### src/rtl/clk_rst_pkg.sv
// Shared types and default parameters for the DUT-side reset controller.
package clk_rst_pkg;

   typedef enum logic [1:0] {
      RST_ASSERT = 2'd0,
      RST_HOLD   = 2'd1,
      RST_RUN    = 2'd2,
      RST_SWRST  = 2'd3
   } rst_state_e;

   localparam int unsigned DEF_SYNC_STAGES   = 2;
   localparam int unsigned DEF_HOLD_CYCLES   = 8;
   localparam int unsigned DEF_SW_RST_CYCLES = 4;
   localparam int unsigned DEF_CNT_W         = 8;

endpackage

### src/rtl/rst_sync_chain.sv
// Async-assert, sync-deassert reset release synchronizer.
module rst_sync_chain #(
   parameter int unsigned SYNC_STAGES = 2
) (
   input  logic i_clk,
   input  logic i_reset,
   output logic o_sync_rel
);

   logic [SYNC_STAGES-1:0] r_sync;

   always_ff @(posedge i_clk or posedge i_reset) begin
      if (i_reset) begin
         r_sync <= '0;
      end else begin
         r_sync <= {r_sync[SYNC_STAGES-2:0], 1'b1};
      end
   end

   assign o_sync_rel = r_sync[SYNC_STAGES-1];

endmodule

### src/rtl/clk_rst_sync_ctrl.sv
// Core reset controller: synchronized, stretched release of an active-low core reset,
// plus software-requested resets with a saturating event counter.
module clk_rst_sync_ctrl
   import clk_rst_pkg::*;
#(
   parameter int unsigned SYNC_STAGES   = DEF_SYNC_STAGES,
   parameter int unsigned HOLD_CYCLES   = DEF_HOLD_CYCLES,
   parameter int unsigned SW_RST_CYCLES = DEF_SW_RST_CYCLES,
   parameter int unsigned CNT_W         = DEF_CNT_W
) (
   input  logic             clk,
   input  logic             reset,
   input  logic             sw_rst_req,
   output logic             rst_out_n,
   output logic             rst_done,
   output logic [CNT_W-1:0] sw_rst_cnt,
   output logic [1:0]       state_o
);

   localparam int unsigned MAX_CYC = (HOLD_CYCLES > SW_RST_CYCLES) ? HOLD_CYCLES : SW_RST_CYCLES;
   localparam int unsigned CW      = $clog2(MAX_CYC + 1);

   localparam logic [CW-1:0]    HOLD_LAST = CW'(HOLD_CYCLES - 1);
   localparam logic [CW-1:0]    SW_LAST   = CW'(SW_RST_CYCLES - 1);
   localparam logic [CNT_W-1:0] SW_MAX    = {CNT_W{1'b1}};

   rst_state_e       r_state, w_state_d;
   logic [CW-1:0]    r_cnt, w_cnt_d;
   logic             r_rst_out_n, w_rst_out_n_d;
   logic             r_rst_done, w_rst_done_d;
   logic [CNT_W-1:0] r_sw_cnt, w_sw_cnt_d;
   logic             w_sync_rel;

   rst_sync_chain #(
      .SYNC_STAGES(SYNC_STAGES)
   ) u_sync (
      .i_clk     (clk),
      .i_reset   (reset),
      .o_sync_rel(w_sync_rel)
   );

   always_ff @(posedge clk or posedge reset) begin
      if (reset) begin
         r_state     <= RST_ASSERT;
         r_cnt       <= '0;
         r_rst_out_n <= 1'b0;
         r_rst_done  <= 1'b0;
         r_sw_cnt    <= '0;
      end else begin
         r_state     <= w_state_d;
         r_cnt       <= w_cnt_d;
         r_rst_out_n <= w_rst_out_n_d;
         r_rst_done  <= w_rst_done_d;
         r_sw_cnt    <= w_sw_cnt_d;
      end
   end

   always_comb begin
      w_state_d = r_state;
      w_cnt_d   = '0;
      unique case (r_state)
         RST_ASSERT: begin
            if (w_sync_rel) w_state_d = RST_HOLD;
         end
         RST_HOLD: begin
            if (r_cnt == HOLD_LAST) begin
               w_state_d = RST_RUN;
            end else begin
               w_cnt_d = r_cnt + CW'(1);
            end
         end
         RST_RUN: begin
            if (sw_rst_req) w_state_d = RST_SWRST;
         end
         RST_SWRST: begin
            if (r_cnt == SW_LAST) begin
               w_state_d = RST_HOLD;
            end else begin
               w_cnt_d = r_cnt + CW'(1);
            end
         end
         default: w_state_d = RST_ASSERT;
      endcase
   end

   // Output flops are loaded from the next state so rst_out_n rises on the RUN-entry edge.
   always_comb begin
      w_rst_out_n_d = (w_state_d == RST_RUN);
      w_rst_done_d  = (w_state_d == RST_RUN) && (r_state != RST_RUN);
      w_sw_cnt_d    = r_sw_cnt;
      if ((r_state == RST_RUN) && sw_rst_req && (r_sw_cnt != SW_MAX)) begin
         w_sw_cnt_d = r_sw_cnt + CNT_W'(1);
      end
   end

   assign rst_out_n  = r_rst_out_n;
   assign rst_done   = r_rst_done;
   assign sw_rst_cnt = r_sw_cnt;
   assign state_o    = r_state;

endmodule

### config.mk
export PLATFORM = sky130hd
export DESIGN_NAME = clk_rst_sync_ctrl
export DESIGN_NICKNAME = d
export VERILOG_FILES = /design/src/rtl/clk_rst_pkg.sv /design/src/rtl/rst_sync_chain.sv /design/src/rtl/clk_rst_sync_ctrl.sv
export SDC_FILE = /design/constraint.sdc
export NUM_CORES = 1
export LEC_CHECK = 0
export ABC_CLOCK_PERIOD_IN_PS = 3100
export CAP_MARGIN = 20
export CORE_ASPECT_RATIO = 1.1
export CORE_MARGIN = 2
export CORE_UTILIZATION = 50
export DETAILED_ROUTE_END_ITERATION = 7
export PLACE_DENSITY = 0.77
export RECOVER_POWER = 50
export SYNTH_ARGS = -nofsm -noshare
export SYNTH_HDL_FRONTEND = slang
export SYNTH_SLANG_ARGS = --single-unit
### constraint.sdc
create_clock -name clk -period 3.1 [get_ports clk]
set_input_delay 0.62 -clock clk [delete_from_list [all_inputs] [get_ports clk]]
set_output_delay 0.62 -clock clk [all_outputs]
set_load 0.05 [all_outputs]
==> flow_metrics.py, run 1 <==
metrics = {
    "detailed_routing": {
        "ant_nets": 0,
        "vias": 555,
        "wl_mm": 1.34,
        "wl_per_cell_um": 13.3,
        "drt-pass1-iter-count": 4,
        "drc_errors": 0,
        "drt_iter0_markers": 8,
        "avgViaCountPerCell": 5.50,
    },
    "global_route": {
        "grt_pass1_wl_mm": 2.22,
        "grt_util_all_layers": 0.157,
        "overflow": 0,
        "antenna_found_initial": 0,
        "grt_max_degree": 19,
        "grt_pass1_vias": 553,
    },
    "layout": {
        "drive_above_1_share": 0.0952,
        "fin_nets": 91,
        "final_core_util": 0.638,
        "fillers": 135,
        "antenna_cells": 0,
        "area_delta_synth_final_pct": 21.0,
    },
    "sta": {
        "tns_ns": 0,
        "finalCritPeriodShare": 0.742,
        "rsz0062_at_grt": "no",
        "final.setup_skew_ns": 0.00885,
        "hold_viol_final": 0,
        "holdWs_ns": 0.357,
        "fmax_ghz": 0.435,
        "slew_headroom": 0.557,
        "finalMaxSlewViolations": 0,
        "fin_crit_ns": 2.30,
        "setup_viol": 0,
        "tightest_slew_ns": 0.664,
    },
    "yosys": {
        "synth_edf_count": 0,
        "synth_warnings": 0,
        "synth_cell_types": 29,
        "synth-seq-area-share": 0.549,
        "synth-main-ff-cell": "dfrtp_1",
        "syn_area_per_cell_um2": 12.1,
        "netlist_instances": 68,
        "async_flop_share": 1.00,
        "synth.net_count": 73,
        "synth.area.top_cells": "dfrtp_1, xnor2_1, mux2_1",
        "yosys-top-cells-count": "dfrtp_1, xnor2_1, nor2_1",
        "synth_top_area_cell": "dfrtp_1",
        "synth_top_area_frac": 0.549,
        "synth_area_um2": 821,
        "synthMostInstantiatedCell": "dfrtp_1",
        "synth_seq_cells": 18,
    },
    "clock_network": {
        "cts.hold.buffers_added": 0,
        "clockBufferDepth": 2,
        "clock_latency_ns": 0.29,
        "clk_pin_slew_ns": 0.10,
        "cts_tree": "yes",
        "cts_resized": 0,
        "clock_sinks": 18,
        "htreeDepth": 1,
        "root_buffer": "clkbuf_4",
        "cts_made_buffers": 3,
        "post-cts-setup-buffers": 0,
    },
    "worst_setup_path": {
        "cp-start-kind": "flop",
        "path_cells": "clkdlybuf4s50_1",
        "cp_data_arrival_time_ns": 1.68,
        "worstSetupPathType": "flop to primary output",
        "cpLargestDelayFamily": "buffers and inverters",
        "slowest_stage": "clkdlybuf4s50_1",
        "ff2ff_path_depth": 4,
        "crit_fanout": 10,
        "crit_buf_inv": 1,
        "critical-path-max-stage-delay_ns": 0.86,
        "r2r_slack_ns": 1.50,
        "r2r_end": "sw_rst_cnt[1]$_DFFE_PP0P_",
        "regToRegStartpoint": "sw_rst_cnt[0]$_DFFE_PP0P_",
        "worstSetupEndpointType": "primary output",
        "worstPathRequired_ns": 2.48,
        "startpoint": "state_o[1]$_DFF_PP0_",
    },
    "hold_path": {
        "whs_path_depth": 0,
        "min_path_type": "flop to flop",
        "min_from": "u_sync.r_sync[0]$_DFF_PP0_",
        "hold-path-endpoint": "u_sync.r_sync[1]$_DFF_PP0_",
    },
    "placement": {
        "hpwl_um": 962,
        "place_congestion": 0.727,
        "numPortBuffers": 14,
    },
    "pwr": {
        "powerDensity_nw_per_um2": 731,
        "leakage_nw": 0.439,
        "vdd_drop_max_mv": 0.425,
    },
    "die": {
        "num_rows": 15,
        "dieArea_um2": 1980,
        "start_util": 0.527,
        "core_region_area_um2": 1560,
        "die_h_um": 46.5,
        "io_pins": 15,
        "chipWidth_um": 42.6,
    },
    "run_status": {
        "outcome": "finished clean",
    },
    "flow_run": {
        "cap_violations": 0,
    },
}
## power by group
part	leakage [nW]	internal [W]	switching [W]
combinational	0.192	0.000116	0.000155
sequential	0.233	0.000285	0.0000586
clock	0.0138	0.0000451	0.0000661
total	0.439	0.000446	0.000279
## final cells by class
cell class	count	area [um2]	share of cell area
multi-input combinational	47	352	0.354
tap	17	21.3	0.0214
clock buffer	3	22.5	0.0227
timing repair buffer	14	140	0.141
sequential	18	450	0.453
inverter	2	7.51	0.00756
## registers in the layout, summed over array words and instances (netlist names)
signal and flops:
sw_rst_cnt 8, state_o 2, r_cnt 4, rst_done 1, rst_out_n 1, u_sync.r_sync 2
## per-stage QoR
step,instances,total power (W),setup slack [ns],instance area (um2)
after floorplan,68,0.000550,1.27,821
after global placement,98,0.000611,1.14,971
after detailed placement,98,0.000620,1.11,971
after CTS,101,0.000732,0.796,993
after global routing,101,0.000779,0.723,993
final,101,0.000726,0.799,993
## routing by layer
metal	track usage	wire (um)	vias to the layer above	share of wire
met5	0	0	-	0
met4	0.0813	12	0	0.0090
met1	0.159	597	269	0.45
met3	0.0471	46	2	0.034
li1	-	-	274	-
met2	0.294	683	10	0.51
## placed cells by master, fill, tap and decap left out, types with 2 or more instances in the layout
| cell | n |
|---|---|
| dfrtp_1 | 18 |
| clkdlybuf4s50_1 | 13 |
| xnor2_1 | 5 |
| nor2_1 | 4 |
| nand4_1 | 3 |
| nor3b_1 | 3 |
| nor2b_1 | 3 |
| mux2_1 | 3 |
| clkbuf_4 | 3 |
| nand3_1 | 2 |
| o211ai_1 | 2 |
| nand2_1 | 2 |
| mux2_2 | 2 |
| inv_1 | 2 |
| nand2b_1 | 2 |
| ha_1 | 2 |
## worst register-to-register path: stages (launching register included)
cell and delay, ns:
dfrtp_1 0.43, ha_1 0.22, nand4_1 0.26, o21ai_2 0.25, mux2_1 0.34
## logic make-up (layout without fill, tap and decap cells)
| kind of cell | count (synthesis) | in the layout | synth area share |
|---|---|---|---|
| AOI/OAI and AO/OA | 7 | 7 | 0.0640 |
| xor gates and xnor gates | 6 | 6 | 0.0640 |
| other | 1 | 1 | 0.00457 |
| buffers and inverters | 3 | 19 | 0.0229 |
| adders and majority gates | 2 | 2 | 0.0305 |
| and+or+nand+nor | 26 | 26 | 0.197 |
| DFF | 18 | 18 | 0.549 |
| muxes | 5 | 5 | 0.0686 |
## how the worst max path moves through the flow
stage	end	cells after the start
5_1_grt	state_o[1]	1
4_1_cts	state_o[1]	1
3_3_place_gp	sw_rst_cnt[6]$_DFFE_PP0P_	4
2_1_floorplan	sw_rst_cnt[1]$_DFFE_PP0P_	4
3_5_place_dp	sw_rst_cnt[6]$_DFFE_PP0P_	4
6_report	state_o[1]	1
No activity file was read; power rests on OpenSTA's default activity.
==> run 2, diff against run 1 <==
ABC_CLOCK_PERIOD_IN_PS = 2100   (was 3100)
CORE_UTILIZATION = 44   (was 50)
PLACE_DENSITY = 0.72   (was 0.77)
clock period = 2.1 ns   (was 3.1 ns; I/O delays follow)
==> flow_metrics.py, run 2 (synthesis gave the netlist of run 1 again) <==
metrics = {
    "sta": {
        "fmax_ghz": 0.495,
        "slew_headroom": 0.550,
        "fin_crit_ns": 2.02,
        "finalMaxSlewViolations": 0,
        "tns_ns": 0,
        "setup_viol": 0,
        "tightest_slew_ns": 0.674,
        "hold_viol_final": 0,
        "final.setup_skew_ns": 0.00203,
        "finalCritPeriodShare": 0.962,
        "rsz0062_at_grt": "no",
    },
    "worst_setup_path": {
        "startpoint": "state_o[0]$_DFF_PP0_",
        "crit_buf_inv": 1,
        "cp-start-kind": "flop",
        "regToRegStartpoint": "sw_rst_cnt[0]$_DFFE_PP0P_",
        "worstPathRequired_ns": 1.68,
        "crit_fanout": 8,
        "critical-path-max-stage-delay_ns": 0.85,
        "worstSetupPathType": "flop to primary output",
        "slowest_stage": "clkdlybuf4s50_1",
        "cpLargestDelayFamily": "buffers and inverters",
        "path_cells": "clkdlybuf4s50_1",
        "worstSetupEndpointType": "primary output",
        "cp_data_arrival_time_ns": 1.60,
    },
    "layout": {
        "drive_above_1_share": 0.0941,
        "largest_reg_flops": 8,
        "final_cell_mix": "dfrtp_1, clkdlybuf4s50_1, xnor2_1",
        "mostFrequentLayoutCell": "dfrtp_1",
        "fillers": 162,
        "antenna_cells": 0,
        "area_delta_synth_final_pct": 21.6,
        "fin_nets": 92,
    },
    "clock_network": {
        "post-cts-setup-buffers": 0,
        "clock_sinks": 18,
        "clk_pin_slew_ns": 0.09,
        "cts_resized": 0,
        "cts.hold.buffers_added": 0,
        "htreeDepth": 1,
        "cts_tree": "yes",
        "root_buffer": "clkbuf_4",
        "cts_made_buffers": 3,
        "clockBufferDepth": 2,
        "clock_latency_ns": 0.28,
    },
    "pwr": {
        "p_total_w": 0.00107,
        "powerDensity_nw_per_um2": 1070,
        "vdd_drop_max_mv": 0.664,
        "leakage_nw": 0.440,
    },
    "global_route": {
        "grt_pass1_wl_mm": 2.37,
        "grt_max_degree": 19,
        "overflow": 0,
        "grt_util_all_layers": 0.146,
        "antenna_found_initial": 0,
        "grt_pass1_vias": 548,
    },
    "detailed_routing": {
        "wl_per_cell_um": 12.9,
        "wl_mm": 1.33,
        "drc_errors": 0,
        "ant_nets": 0,
        "drt_iter0_markers": 5,
        "avgViaCountPerCell": 5.33,
        "drt-pass1-iter-count": 3,
        "vias": 549,
    },
    "die": {
        "dieArea_um2": 2230,
        "die_h_um": 49.3,
        "chipWidth_um": 45.2,
        "start_util": 0.466,
        "num_rows": 16,
        "io_pins": 15,
        "core_region_area_um2": 1760,
    },
    "hold_path": {
        "min_path_type": "flop to flop",
        "min_from": "u_sync.r_sync[0]$_DFF_PP0_",
    },
    "placement": {
        "numPortBuffers": 14,
        "place_congestion": 0.790,
        "hpwl_um": 938,
    },
    "flow_run": {
        "cap_violations": 0,
    },
    "run_status": {
        "outcome": "finished clean",
    },
}
[run 2: changes by cell type in the layout (fill, tap and decap cells not counted), sizes merged]
cell,delta
clkbuf,+1
[run 2: layout make-up]
type | instances | area (um2) | share of cell area
multi-input combinational | 47 | 352 | 0.352
tap | 18 | 22.5 | 0.0226
timing repair buffer | 15 | 144 | 0.144
clock buffer | 3 | 22.5 | 0.0226
sequential | 18 | 450 | 0.451
inverter | 2 | 7.51 | 0.00752
[run 2: report_power, final]
| part | total (W) | switching [W] | internal [W] |
|---|---|---|---|
| clock network | 0.000163 | 0.0000966 | 0.0000666 |
| registers | 0.000491 | 0.0000692 | 0.000421 |
| logic | 0.000416 | 0.000242 | 0.000174 |
| total | 0.00107 | 0.000408 | 0.000662 |
[run 2: metal layers]
layer  vias up  track usage  routed length [um]
li1        274            -                   -
met1       260        0.192                 589
met2        11        0.219                 675
met3         4       0.0259                  43
met4         0       0.0833                  17
met5         -            0                   0
[run 2: metrics by stage]
| stage | area [um2] | worst slack, ns | instances | hold WS [ns] | utilization |
|---|---|---|---|---|---|
| global route | 998 | 0.00496 | 103 | 0.370 | 0.567 |
| CTS | 1000 | 0.0556 | 103 | 0.365 | 0.569 |
| global placement | 980 | 0.364 | 100 | 0.333 | 0.556 |
| detailed placement | 980 | 0.327 | 100 | 0.342 | 0.556 |
| finish | 998 | 0.0805 | 103 | 0.358 | 0.567 |
| floorplan | 821 | 0.268 | 68 | 0.331 | - |
[run 2: path summary, 6_finish.rpt]
| path | slack, ns | depth (start not counted) | endpoint |
|---|---|---|---|
| min in group asynchronous | 0.66 | 2 | sw_rst_cnt[0]$_DFFE_PP0P_ |
| worst min register to register | 0.36 | 0 | u_sync.r_sync[1]$_DFF_PP0_ |
| worst min-delay path | 0.36 | 0 | u_sync.r_sync[1]$_DFF_PP0_ |
| worst max register to register | 0.50 | 4 | sw_rst_cnt[1]$_DFFE_PP0P_ |
| worst max-delay path | 0.08 | 1 | state_o[0] |
| max in group asynchronous | 1.01 | 2 | r_cnt[0]$_DFF_PP0_ |
==> run 3, diff against run 2 <==
CORE_UTILIZATION = 50   (was 44)
CTS_BUF_LIST = sky130_fd_sc_hd__clkbuf_8   (was default)
DONT_BUFFER_PORTS = 1   (was default)
PLACE_DENSITY = 0.68   (was 0.72)
==> flow_metrics.py, run 3 (synthesis gave the netlist of run 1 again) <==
metrics = {
    "pwr": {
        "powerDensity_nw_per_um2": 1210,
        "leakage_nw": 0.447,
        "switching_share": 0.363,
        "pwr-share-comb": 0.333,
        "switching_power_w": 0.000420,
        "p_clk_frac": 0.235,
        "internal_power_w": 0.000737,
        "vdd_drop_max_mv": 0.576,
        "p_seq_frac": 0.433,
    },
    "sta": {
        "final.setup_skew_ns": 0.00198,
        "slew_headroom": 0.538,
        "finalCritPeriodShare": 0.737,
        "tns_ns": 0,
        "rsz0062_at_grt": "no",
        "fmax_ghz": 0.646,
        "holdWs_ns": 0.148,
        "tightest_slew_ns": 0.694,
        "hold_viol_final": 0,
        "fin_crit_ns": 1.55,
        "setup_viol": 0,
        "finalMaxSlewViolations": 0,
    },
    "global_route": {
        "grt_max_degree": 19,
        "overflow": 0,
        "antenna_found_initial": 0,
        "grt_pass1_vias": 533,
        "grt_util_all_layers": 0.159,
        "grt_pass1_wl_mm": 2.26,
    },
    "worst_setup_path": {
        "critical-path-max-stage-delay_ns": 0.54,
        "crit_fanout": 4,
        "worstPathRequired_ns": 1.68,
        "regToRegStartpoint": "sw_rst_cnt[0]$_DFFE_PP0P_",
        "cpLargestDelayFamily": "buffers and inverters",
        "path_cells": "clkbuf_1",
        "crit_buf_inv": 1,
        "worstSetupPathType": "flop to primary output",
        "ff2ff_path_depth": 4,
        "cp-start-kind": "flop",
        "cp_data_arrival_time_ns": 1.13,
        "r2r_slack_ns": 0.57,
        "worstSetupEndpointType": "primary output",
        "r2r_end": "sw_rst_cnt[1]$_DFFE_PP0P_",
        "slowest_stage": "clkbuf_1",
    },
    "detailed_routing": {
        "drc_errors": 0,
        "vias": 548,
        "drt-pass1-iter-count": 4,
        "wl_per_cell_um": 14.1,
        "drt_iter0_markers": 8,
        "ant_nets": 0,
        "avgViaCountPerCell": 5.59,
        "wl_mm": 1.38,
    },
    "die": {
        "start_util": 0.527,
        "chipWidth_um": 42.6,
        "num_rows": 15,
        "die_h_um": 46.5,
        "core_region_area_um2": 1560,
        "dieArea_um2": 1980,
        "io_pins": 15,
    },
    "hold_path": {
        "min_path_type": "input pin to asynchronous set/reset pin",
    },
    "clock_network": {
        "cts_resized": 0,
        "root_buffer": "clkbuf_8",
        "cts_tree": "yes",
        "post-cts-setup-buffers": 0,
        "htreeDepth": 1,
        "clk_pin_slew_ns": 0.06,
        "cts_made_buffers": 3,
        "clock_latency_ns": 0.25,
        "clock_sinks": 18,
        "cts.hold.buffers_added": 0,
        "clockBufferDepth": 2,
    },
    "placement": {
        "numPortBuffers": 0,
        "place_congestion": 0.749,
        "hpwl_mm": 1.02,
        "placed_area_um2": 906,
    },
    "layout": {
        "mostFrequentLayoutCell": "dfrtp_1",
        "stdcell_area_um2": 953,
        "antenna_cells": 0,
        "area_delta_synth_final_pct": 16.2,
        "drive_above_1_share": 0.210,
        "fillers": 134,
        "fin_nets": 87,
        "largest_reg_flops": 8,
        "final_cell_mix": "dfrtp_1, buf_4, xnor2_1",
    },
    "flow_run": {
        "cap_violations": 0,
    },
    "run_status": {
        "outcome": "finished clean",
    },
}
[run 3: changes by cell type in the layout (fill, tap and decap cells not counted)]
cell and change:
clkdlybuf4s50_1 -13, buf_4 +8, clkbuf_8 +4, clkbuf_4 -3, clkbuf_1 +1, dlygate4sd3_1 -1
[run 3: per-layer routing]
| metal | track usage | part of all wire | up-vias | wire [um] |
|---|---|---|---|---|
| met5 | 0 | 0 | - | 0 |
| met4 | 0.0938 | 0.0080 | 0 | 11 |
| met3 | 0.0392 | 0.033 | 2 | 45 |
| li1 | - | - | 265 | - |
| met2 | 0.264 | 0.51 | 9 | 702 |
| met1 | 0.189 | 0.45 | 272 | 617 |
[run 3: power groups by stage]
stage | Clock (W) | Combinational, W | Sequential [W]
2_1_floorplan | 0 | 0.000203 | 0.000609
3_3_place_gp | 0 | 0.000372 | 0.000502
3_5_place_dp | 0 | 0.000385 | 0.000507
4_1_cts | 0.000282 | 0.000387 | 0.000500
5_1_grt | 0.000294 | 0.000420 | 0.000507
6_report | 0.000271 | 0.000385 | 0.000500
[run 3: stage by stage]
step / setup slack (ns) / util / power [W] / std cells
floorplan: 0.268 / - / 0.000812 / 68
global placement: 0.663 / 0.582 / 0.000874 / 94
detailed placement: 0.616 / 0.582 / 0.000892 / 94
CTS: 0.566 / 0.617 / 0.00117 / 98
global route: 0.444 / 0.612 / 0.00122 / 98
finish: 0.552 / 0.612 / 0.00116 / 98
[run 3: worst max path at each step]
stage | start | cells after the start | endpoint | slack, ns
4_1_cts | sw_rst_cnt[0]$_DFFE_PP0P_ | 4 | sw_rst_cnt[1]$_DFFE_PP0P_ | 0.57
5_1_grt | sw_rst_cnt[1]$_DFFE_PP0P_ | 4 | sw_rst_cnt[1]$_DFFE_PP0P_ | 0.44
2_1_floorplan | sw_rst_cnt[0]$_DFFE_PP0P_ | 4 | sw_rst_cnt[1]$_DFFE_PP0P_ | 0.27
3_5_place_dp | sw_rst_cnt[0]$_DFFE_PP0P_ | 4 | sw_rst_cnt[1]$_DFFE_PP0P_ | 0.62
3_3_place_gp | sw_rst_cnt[0]$_DFFE_PP0P_ | 4 | sw_rst_cnt[1]$_DFFE_PP0P_ | 0.66
6_report | sw_rst_cnt[6]$_DFFE_PP0P_ | 1 | sw_rst_cnt[6] | 0.55
[run 3: final cells by class]
class	instances	area, um2	share of cell area
Multi-Input combinational cell	47	352	0.369
Clock buffer	4	55.1	0.0577
Timing Repair Buffer	10	67.6	0.0709
Inverter	2	7.51	0.00787
Tap cell	17	21.3	0.0223
Sequential cell	18	450	0.472
==> edit: new RTL, config.mk and constraints of run 1 <==
Make the reset (`i_reset` and `reset`) synchronous in 2 clocked blocks. Comments in the files are not updated.
--- a/src/rtl/rst_sync_chain.sv
+++ b/src/rtl/rst_sync_chain.sv
@@ -11,3 +11,3 @@
 
-   always_ff @(posedge i_clk or posedge i_reset) begin
+   always_ff @(posedge i_clk) begin
       if (i_reset) begin
--- a/src/rtl/clk_rst_sync_ctrl.sv
+++ b/src/rtl/clk_rst_sync_ctrl.sv
@@ -41,3 +41,3 @@
 
-   always_ff @(posedge clk or posedge reset) begin
+   always_ff @(posedge clk) begin
       if (reset) begin
Formal check against the unedited RTL: differs if reset is asserted again (counterexample within 4 cycles, from zero or initial values and one cycle with reset high); with reset held inactive, the same outputs for 10 cycles.
==> edit against run 1 <==
- cell area decreased by 3.9%
- utilization rose by 3.5 points
- via count is 16% higher
- fmax increased by 0.47%
- largest cell class is now multi-input gates
- wire length rose by 9.3%
- count of clock-buffer cells in the layout unchanged
- sequential cell count unchanged
- worst setup slack better by 0.011 ns
- die area decreased by 4.4%
- global-route usage increased by 2.2 points
- critical path type unchanged
- synthesized area down 4.9%
Power is not compared: it rests on default switching activity, and its combinational part moved more than twofold at a synthesized area within 25%.
==> edit: results (changes against run 1) <==
status=finished clean; EDFF count, synth=0 (unchanged); reg2reg start=sw_rst_cnt[0]; number of global-route vias before repair=570 (+3.1%); total CTS buffers=3 (unchanged); Unique masters post-synth=32 (+10%); Setup Buffers After CTS=0 (unchanged); wl on met1=731 um (+22%); Via Count=645 (+16%); syn_nets=88 (+21%); routed len/inst=12.7 um (-4.0%); met2 Use GR=29.7% (+0.29 points); initial DRC count=11 (+3); CP delay by family, top=buffers and inverters; Tightest Hold Check Type=register to register; largest net degree at the start of global routing=12 (-7); top cells by area, synth=dfxtp_1, nor2_1, nand3_1; GRT met3 Usage=4.37% (-0.34 points); max reg flops=8 (unchanged); crit-path max FO=9 (-1); dpl cell area=937 um^2 (-3.5%); RD Place Congestion=0.763 (+5.0%); ys async rst share=0% (-100 points); share of cells above drive strength 1=8.08% (-1.4 points); Setup crit start=state_o[0]; DRT Pass-1 Iters=4 (unchanged); clk_skew=0.00341 ns (-0.00544 ns); dpl hpwl=1110 um (+15%); post-synthesis sequential area ratio=46.2% (-8.7 points); initial antenna violation count=0 (unchanged); peak supply drop=approximately 0.31 mV; CTS Root Buffer Type=clkbuf_4; met1 Use GR=22.7% (+6.8 points); met3 WL post-DR=60 um (+30%); Hold Path Origin=r_cnt[0]; layout net count=106 (+16%); # diodes=0 (unchanged); slew of the pin with the lowest slew margin=0.514 ns (-0.150 ns); global-route wire length before repair=2500 um (+12%); syn avg cell area=9.41 um^2 (-22%); Vias/cell=5.61 (+2.1%); Synth Area in Compound Gates=16.3% (+9.9 points); post-cts resize count=0 (unchanged); XOR/XNOR Fraction of Synth Area=3.37% (-3.0 points); top post-synthesis cells by count=dfxtp_1, nor2_1, nand3_1; clk slew on worst S/H paths=0.10 ns (about the same); mux contribution to synthesized area=2.56% (-4.3 points); Post-synth top flop=dfxtp_1; DP Worst Slack=1.09 ns (-0.0241 ns); critical path's slowest cell=clkdlybuf4s50_1; met2 WL=659 um (-3.5%); GRT Overall Usage=18.0% (+2.2 points); Clock Path Buffers=2 (unchanged); IO buf count=14 (unchanged); worst-skew pair later-pin latency=about 0.28 ns; post-synthesis adder-cell area fraction=3.21% (+0.16 points)
## edit: cell types whose count changed after synthesis, moves of 2 or more
cell,run 1,this run
nor3b_1,3,0
inv_1,2,4
xnor2_1,5,1
dfrtp_1,18,0
dfxtp_1,0,18
mux2_2,2,0
mux2i_1,0,2
nand3_1,2,7
nor2_1,4,12
mux2_1,3,0
a21oi_1,0,5
a31oi_1,0,2
## edit: path summary, 6_finish.rpt
path	cells past startpoint	slack, ns	endpoint
worst max-delay path	1	0.81	state_o[0]
worst min-delay path	1	0.45	r_cnt[0]
worst max register to register	5	1.48	sw_rst_cnt[1]
worst min register to register	1	0.45	r_cnt[0]
## edit: area by class of cell
type	instances	area (um^2)
fillers	126	464
multi-input cells	60	397
flip-flops and latches	18	360
repair buffers	14	140
clock buffers	3	22.5
well taps	16	20.0
inverters	4	15.0
## edit: power breakdown
part	switching (mW)	internal, mW	leakage (nW)
clock	0.0657	0.0450	0.0138
combinational	0.00998	0.00595	0.196
sequential	0.00342	0.234	0.146
total	0.0791	0.285	0.356
